--- config.mk ---
export PLATFORM = sky130hd
export DESIGN_NAME = inert_seq_n
export DESIGN_NICKNAME = d
export VERILOG_FILES = /design/src/rtl/inert_pkg.sv /design/src/rtl/inert_seq_n_int_sync.sv /design/src/rtl/inert_seq_n.sv
export SDC_FILE = /design/constraint.sdc
export NUM_CORES = 1
export LEC_CHECK = 0
export ABC_CLOCK_PERIOD_IN_PS = 3600
export BUFFER_PORTS_ARGS = -buffer_cell sky130_fd_sc_hd__buf_2
export CORE_ASPECT_RATIO = 1.4
export CORE_MARGIN = 4
export CORE_UTILIZATION = 55
export DETAILED_ROUTE_END_ITERATION = 8
export HOLD_SLACK_MARGIN = 0.15
export PLACE_DENSITY = 0.82
export SLEW_MARGIN = 10
export SYNTH_ARGS = -nofsm -noshare
export SYNTH_HDL_FRONTEND = slang
export SYNTH_SLANG_ARGS = --single-unit
--- constraint.sdc ---
create_clock -name clk -period 3.6 [get_ports clk]
set_input_delay 0.36 -clock clk [delete_from_list [all_inputs] [get_ports clk]]
set_output_delay 0.36 -clock clk [all_outputs]
set_load 0.02 [all_outputs]
--- src/rtl/inert_pkg.sv ---
// ---------------------------------------------------------------------------
// inert_pkg
// Shared types and helpers for the inertial-sensor SPI sequencer.
//   state_t  : sequencer FSM states
//   RD_FLAG  : MSB of a 16-bit SPI command word that marks a register read
//   rd_cmd() : builds a read command {RD_FLAG, addr[6:0], 8'h00}
// ---------------------------------------------------------------------------
package inert_pkg;

  typedef enum logic [2:0] {
    INIT_GAP = 3'd0,  // spacing delay before each config write
    INIT_WR  = 3'd1,  // config write outstanding
    IDLE     = 3'd2,  // waiting for synchronised INT
    RD       = 3'd3,  // byte reads of one frame outstanding
    PUB      = 3'd4   // one-cycle publish of the staged frame
  } state_t;

  localparam logic RD_FLAG = 1'b1;

  // Register read: address in [14:8], dummy data byte in [7:0].
  function automatic logic [15:0] rd_cmd(input logic [6:0] addr);
    return {RD_FLAG, addr, 8'h00};
  endfunction

endpackage

--- src/rtl/inert_seq_n_int_sync.sv ---
// ---------------------------------------------------------------------------
// int_sync
// Two-flop synchroniser for an asynchronous level input. Both flops clear
// on reset, so the synchronised output starts low.
// Ports:
//   clk    in  system clock
//   rst_n  in  async active-low reset
//   d_i    in  asynchronous level
//   q_o    out synchronised level (2-cycle latency)
// ---------------------------------------------------------------------------
module int_sync (
  input  logic clk,
  input  logic rst_n,
  input  logic d_i,
  output logic q_o
);

  logic meta_q;
  logic sync_q;

  always_ff @(posedge clk or negedge rst_n) begin
    if (!rst_n) begin
      meta_q <= 1'b0;
      sync_q <= 1'b0;
    end else begin
      meta_q <= d_i;
      sync_q <= meta_q;
    end
  end

  assign q_o = sync_q;

endmodule

--- src/rtl/inert_seq_n.sv ---
// ---------------------------------------------------------------------------
// inert_seq_n
// SPI sequencer for the inertial sensor. After reset it issues NUM_INIT
// config writes from INIT_TBL (each preceded by a 2**INIT_GAP_W-1 cycle gap).
// Afterwards, every time the synchronised INT is high in IDLE it reads
// 2*NUM_CH bytes (channel N low/high at RD_BASE+2N / RD_BASE+2N+1) through
// the external SPI master, then publishes all channels at once and pulses vld.
//
// Optional build macro:
//   INT_WDOG_EN  - IDLE watchdog. After WDOG_CYC IDLE cycles without INT the
//                  block pulses wdog_err, drops init_done and re-runs the
//                  whole config sequence. Published data is kept.
//                  Undefined: wdog_err is tied low and IDLE waits forever.
//
// Ports:
//   clk        in   system clock
//   rst_n      in   async active-low reset (also resets the SPI master)
//   INT        in   sensor data-ready, asynchronous level
//   done       in   SPI transaction complete, 1-cycle pulse
//   rd_data    in   [7:0] SPI read byte, valid while done=1
//   wrt        out  start SPI transaction, 1-cycle pulse
//   cmd        out  [15:0] SPI command, held from wrt until done
//   data       out  [16*NUM_CH-1:0] channel words, ch0 in [15:0]
//   vld        out  1-cycle pulse: new frame on data
//   init_done  out  config writes complete (sticky)
//   busy       out  frame read in progress
//   wdog_err   out  1-cycle pulse: watchdog trip
// ---------------------------------------------------------------------------
module inert_seq_n
  import inert_pkg::*;
#(
  parameter int                    NUM_CH     = 5,
  parameter logic [6:0]            RD_BASE    = 7'h22,
  parameter int                    NUM_INIT   = 4,
  parameter logic [16*NUM_INIT-1:0] INIT_TBL  = {16'h1460, 16'h1162, 16'h1062, 16'h0D02},
  parameter int                    INIT_GAP_W = 16,
  parameter int                    WDOG_CYC   = 2_000_000
) (
  input  logic                   clk,
  input  logic                   rst_n,
  input  logic                   INT,
  input  logic                   done,
  input  logic [7:0]             rd_data,
  output logic                   wrt,
  output logic [15:0]            cmd,
  output logic [16*NUM_CH-1:0]   data,
  output logic                   vld,
  output logic                   init_done,
  output logic                   busy,
  output logic                   wdog_err
);

  // -------------------------------------------------------------------------
  // Parameter sanity
  // -------------------------------------------------------------------------
  if (NUM_CH < 1 || NUM_CH > 16) begin : g_bad_num_ch
    $error("inert_seq_n: NUM_CH must be 1..16");
  end
  if (NUM_INIT < 1 || NUM_INIT > 8) begin : g_bad_num_init
    $error("inert_seq_n: NUM_INIT must be 1..8");
  end
  if (INIT_GAP_W < 1) begin : g_bad_gap_w
    $error("inert_seq_n: INIT_GAP_W must be at least 1");
  end
  if (WDOG_CYC < 2) begin : g_bad_wdog
    $error("inert_seq_n: WDOG_CYC must be at least 2");
  end

  localparam int NUM_BYTES = 2 * NUM_CH;
  localparam int BW        = $clog2(NUM_BYTES);
  localparam int IW        = (NUM_INIT > 1) ? $clog2(NUM_INIT) : 1;

  localparam logic [BW-1:0]         BYTE_LAST = BW'(NUM_BYTES - 1);
  localparam logic [IW-1:0]         IDX_LAST  = IW'(NUM_INIT - 1);
  // Last counter value of the gap; the counter visits 0..GAP_LAST, i.e.
  // 2**INIT_GAP_W-1 cycles, and the write is launched on the last one.
  localparam logic [INIT_GAP_W-1:0] GAP_LAST  = INIT_GAP_W'((2 ** INIT_GAP_W) - 2);

  // -------------------------------------------------------------------------
  // INT synchroniser
  // -------------------------------------------------------------------------
  logic int_s;

  int_sync u_int_sync (
    .clk   (clk),
    .rst_n (rst_n),
    .d_i   (INT),
    .q_o   (int_s)
  );

  // -------------------------------------------------------------------------
  // State
  // -------------------------------------------------------------------------
  state_t                  state_q,     state_d;
  logic [IW-1:0]           idx_q,       idx_d;
  logic [INIT_GAP_W-1:0]   gap_q,       gap_d;
  logic [BW-1:0]           byte_q,      byte_d;
  logic                    pend_q,      pend_d;       // transaction outstanding
  logic                    wrt_q,       wrt_d;
  logic [15:0]             cmd_q,       cmd_d;
  logic [16*NUM_CH-1:0]    data_q,      data_d;
  logic                    vld_q,       vld_d;
  logic                    init_done_q, init_done_d;
  logic                    busy_q,      busy_d;

  logic [7:0]              stage_q [NUM_BYTES];
  logic                    stage_we;
  logic [16*NUM_CH-1:0]    stage_flat;
  logic                    done_ok;

`ifdef INT_WDOG_EN
  localparam int               WD_W    = $clog2(WDOG_CYC);
  localparam logic [WD_W-1:0]  WD_LAST = WD_W'(WDOG_CYC - 1);

  logic [WD_W-1:0] wd_q,       wd_d;
  logic            wdog_err_q, wdog_err_d;
`endif

  // A done only counts when it answers a wrt we issued; stray pulses are
  // dropped regardless of state.
  assign done_ok = done & pend_q;

  // Staging bytes flattened into channel order (byte 2N = low, 2N+1 = high).
  always_comb begin
    stage_flat = '0;
    for (int i = 0; i < NUM_BYTES; i++) begin
      stage_flat[8*i +: 8] = stage_q[i];
    end
  end

  // -------------------------------------------------------------------------
  // Next-state / output logic
  // -------------------------------------------------------------------------
  // NOTE: every signal driven here gets a default first, so no path through
  // the case statement can leave one unassigned and infer a latch.
  always_comb begin
    state_d     = state_q;
    idx_d       = idx_q;
    gap_d       = gap_q;
    byte_d      = byte_q;
    pend_d      = pend_q;
    wrt_d       = 1'b0;
    cmd_d       = cmd_q;
    data_d      = data_q;
    vld_d       = 1'b0;
    init_done_d = init_done_q;
    busy_d      = busy_q;
    stage_we    = 1'b0;
`ifdef INT_WDOG_EN
    wdog_err_d  = 1'b0;
`endif

    unique case (state_q)
      INIT_GAP: begin
        if (gap_q == GAP_LAST) begin
          gap_d   = '0;
          wrt_d   = 1'b1;
          pend_d  = 1'b1;
          cmd_d   = INIT_TBL[16*idx_q +: 16];
          state_d = INIT_WR;
        end else begin
          gap_d = gap_q + 1'b1;
        end
      end

      INIT_WR: begin
        if (done_ok) begin
          pend_d = 1'b0;
          if (idx_q == IDX_LAST) begin
            idx_d       = '0;
            init_done_d = 1'b1;
            state_d     = IDLE;
          end else begin
            idx_d   = idx_q + 1'b1;
            state_d = INIT_GAP;
          end
        end
      end

      IDLE: begin
        if (int_s) begin
          wrt_d   = 1'b1;
          pend_d  = 1'b1;
          cmd_d   = rd_cmd(RD_BASE);
          busy_d  = 1'b1;
          byte_d  = '0;
          state_d = RD;
        end
`ifdef INT_WDOG_EN
        else if (wd_q == WD_LAST) begin
          // Sensor went quiet: assume it lost its configuration.
          wdog_err_d  = 1'b1;
          init_done_d = 1'b0;
          idx_d       = '0;
          gap_d       = '0;
          state_d     = INIT_GAP;
        end
`endif
      end

      RD: begin
        if (done_ok) begin
          pend_d   = 1'b0;
          stage_we = 1'b1;
          if (byte_q != BYTE_LAST) begin
            wrt_d  = 1'b1;
            pend_d = 1'b1;
            // 7-bit address arithmetic, wraps modulo 128 by width.
            cmd_d  = rd_cmd(RD_BASE + 7'(byte_q) + 7'd1);
            byte_d = byte_q + 1'b1;
          end else begin
            state_d = PUB;
          end
        end
      end

      PUB: begin
        data_d  = stage_flat;
        vld_d   = 1'b1;
        busy_d  = 1'b0;
        state_d = IDLE;
      end

      default: state_d = INIT_GAP;
    endcase

`ifdef INT_WDOG_EN
    // Counts consecutive IDLE cycles; any exit from IDLE restarts it.
    wd_d = (state_q == IDLE && state_d == IDLE) ? wd_q + 1'b1 : '0;
`endif
  end

  // -------------------------------------------------------------------------
  // Registers
  // -------------------------------------------------------------------------
  // NOTE: sequential state uses non-blocking assignments so every flop sees
  // the pre-edge value of every other flop, independent of statement order.
  always_ff @(posedge clk or negedge rst_n) begin
    if (!rst_n) begin
      state_q     <= INIT_GAP;
      idx_q       <= '0;
      gap_q       <= '0;
      byte_q      <= '0;
      pend_q      <= 1'b0;
      wrt_q       <= 1'b0;
      cmd_q       <= 16'h0000;
      data_q      <= '0;
      vld_q       <= 1'b0;
      init_done_q <= 1'b0;
      busy_q      <= 1'b0;
    end else begin
      state_q     <= state_d;
      idx_q       <= idx_d;
      gap_q       <= gap_d;
      byte_q      <= byte_d;
      pend_q      <= pend_d;
      wrt_q       <= wrt_d;
      cmd_q       <= cmd_d;
      data_q      <= data_d;
      vld_q       <= vld_d;
      init_done_q <= init_done_d;
      busy_q      <= busy_d;
    end
  end

  // NOTE: the staging array is deliberately not reset; it is fully rewritten
  // before every publish, so a reset would only cost a reset net per bit.
  always_ff @(posedge clk) begin
    if (stage_we) begin
      stage_q[byte_q] <= rd_data;
    end
  end

`ifdef INT_WDOG_EN
  always_ff @(posedge clk or negedge rst_n) begin
    if (!rst_n) begin
      wd_q       <= '0;
      wdog_err_q <= 1'b0;
    end else begin
      wd_q       <= wd_d;
      wdog_err_q <= wdog_err_d;
    end
  end

  assign wdog_err = wdog_err_q;
`else
  assign wdog_err = 1'b0;
`endif

  // -------------------------------------------------------------------------
  // Outputs
  // -------------------------------------------------------------------------
  assign wrt       = wrt_q;
  assign cmd       = cmd_q;
  assign data      = data_q;
  assign vld       = vld_q;
  assign init_done = init_done_q;
  assign busy      = busy_q;

endmodule

==> qor.txt <==
Outcome - complete, no violations
Vias in the first global route - 4643
WP buf/inv - 0
Setup violators final - 0
Layout cell share with drive strength beyond 1 - 37.89%
Yosys reg bits - 200
Die ar. - 15990 um^2
Min cycle time layout - 2430 ps
Slew of the pin with the lowest slew margin - 1039 ps
Area leader, netlist - dfrtp_1
Initial drt markers - 341
CP arrival - 2520 ps
Period utilization - 67.50%
Largest net degree at the start of global routing - 83
Die width - 108.0 um
Final nets - 623
Setup TNS - 0 ps
First-pass DRT Iterations - 6
Yosys warns - 0
Top cells by area, synth - dfrtp_1 39%, edfxtp_1 31%, mux2_2 12%
Row Count - 50
CTS tree - built
# H-tree levels - 4
DRC viols - 0
Via count - 4504
Synth Cell Area - 7704 um^2
Post-synth EDFFs - 80
Ys flop type - dfrtp_1
VDD IR max - 0.0003433 V
CP Capture Type - flip-flop
Fin. max-slew vios - 0
CP Launch Type - flip-flop
Max incr delay on CP - 660 ps
GRT Residual Overflow - 0
First-pass GRT wire length - 25670 um
Most numerous cell in the Yosys netlist - dfrtp_1
Final Hold Vio Count - 0
Worst path top cell family by delay - simple AND/OR/NAND/NOR gates
Vias per cell - 5.651
Max-cap violations - 0
Detailed Route WL - 16030 um
Worst EP required - 3690 ps
Total chip power - 5.378 mW
Async SR Flop Fraction - 60.00%
Seq/Total Area, Yosys - 70.16%
Pleak - 4.136 nW
Post-DP HPWL - 10920 um
Cts bufs inserted - 17
Wire length per cell - 20.12 um
CP max FO - 17
Area Growth Syn to Fin - 16.53%
Global placement routability congestion - 0.8675
Clock skew - 13.16 ps
Final ANT Viol Nets - 0
Postcts setup bufs - 0
Critical path's slowest cell - dfrtp_1
Sink Count - 200
Max clock buf depth - 2
Clk root buf - clkbuf_16
Clk_lat worst skew - 430 ps
Yosys top cell area share - 38.98%
Core area - 13580 um^2
Ports - 113
Post-synth top cells - 120 x dfrtp_1, 81 x mux2_2, 80 x edfxtp_1
Relative slew slack - 30.74%
Post-Synthesis Cells - 495
CTS clk-pin slew, worst paths - 80 ps
Hold Crit Class - primary input to flip-flop
Gr usage total - 21.09%
Inserted Diodes - 0
Min Hold Slack - 278.0 ps
PortBufs - 105
Starting Density - 56.75%
Syn Area/Cell - 15.56 um^2
RSZ-0062 raised after global routing - false
Synth unique cells - 54
PwrDens - 599.1 nW/um^2
Crit path kind - flip-flop to flip-flop
Die Y - 148.0 um
Initial antenna violation count - 0
Crit-path cells - nand3b_1, or2_1, nor3b_1, and2_1
Fmax - 411.5 MHz
stage by stage:
stage               cells  setup slack [ps]  cell area, um^2  util, %
floorplan             501              1326             7726        -
global placement      763              1348             8353    61.53
detailed placement    763              1246             8353    61.53
CTS                   797              1189             8977    66.13
global route          797             932.0             8977    66.13
finish                797              1170             8977    66.13
path summary, 6_finish.rpt:
kind | from | cells after the start | slack, ps | endpoint
hold reg to reg | u_int_sync.meta_q$_DFF_PN0_ | 0 | 360 | u_int_sync.q_o$_DFF_PN0_
setup reg to reg | state_q[0]$_DFFE_PN0P_ | 4 | 1170 | stage_q[6][3]$_DFFE_PP_
hold / removal | rd_data[7] | 1 | 280 | stage_q[6][7]$_DFFE_PP_
min in group asynchronous | rst_n | 2 | 600 | data[4]$_DFFE_PN0P_
max in group asynchronous | rst_n | 3 | 2090 | data[23]$_DFFE_PN0P_
setup / recovery | state_q[0]$_DFFE_PN0P_ | 4 | 1170 | stage_q[6][3]$_DFFE_PP_
cells by family after synthesis:
group / synth area share [%]
flops: 70.16
buf+inv: 2.842
xor+xnor: 1.364
compound gates: 4.207
mux: 12.68
other cells: 0.04868
simple gates: 7.228
fa+ha+maj: 1.462
layer usage:
layer	part of all wire, %	vias up	routed length [um]	global-route usage, %
li1	-	1992	-	-
met1	38	2293	6133	26.09
met2	53	192	8509	36.39
met3	6.1	27	981	4.063
met4	2.5	0	408	8.275
met5	0	-	0	0
cell type report:
cell class	instances	area [um^2]
Clock inverter	14	175.2
Clock buffer	18	429.2
Fill cell	956	4598
Inverter	15	56.30
Tap cell	182	227.7
Multi-Input combinational cell	258	2113
Timing Repair Buffer	110	570.5
Sequential cell	200	5405
registers in the layout, summed over array words and instances (netlist names):
signal,cells
data,80
stage_q,80
gap_q,16
cmd,8
byte_q,4
state_q,3
idx_q,2
busy,1
init_done,1
pend_q,1
u_int_sync.meta_q,1
u_int_sync.q_o,1
vld,1
wrt,1
repair_timing:
action | CTS | global route
gates resized for setup | 0 | 0
hold endpoints to repair | 70 | 0
hold buffers | 2 | 0
where the power goes:
part | internal, mW | switching (mW)
Combinational | 0.290 | 0.487
Clock | 0.952 | 0.942
Sequential | 2.55 | 0.152
cell usage in the layout, fill, tap and decap left out, types with 4 or more instances in the layout:
cell type  count
dfrtp_1      120
buf_2        104
mux2_2        81
edfxtp_1      80
nor2_1        19
clkbuf_16     17
inv_1         15
nand2_1       14
nand3_1        9
and2_1         9
nor3_1         9
o21ai_0        9
ha_1           9
a21oi_1        8
xnor2_1        7
a21o_1         7
conb_1         7
nand4_1        6
xor2_1         5
nand3b_1       4
o32ai_1        4
clkinv_8       4
inv_6          4
buf_4          4
(Power assumes the default switching activity.)
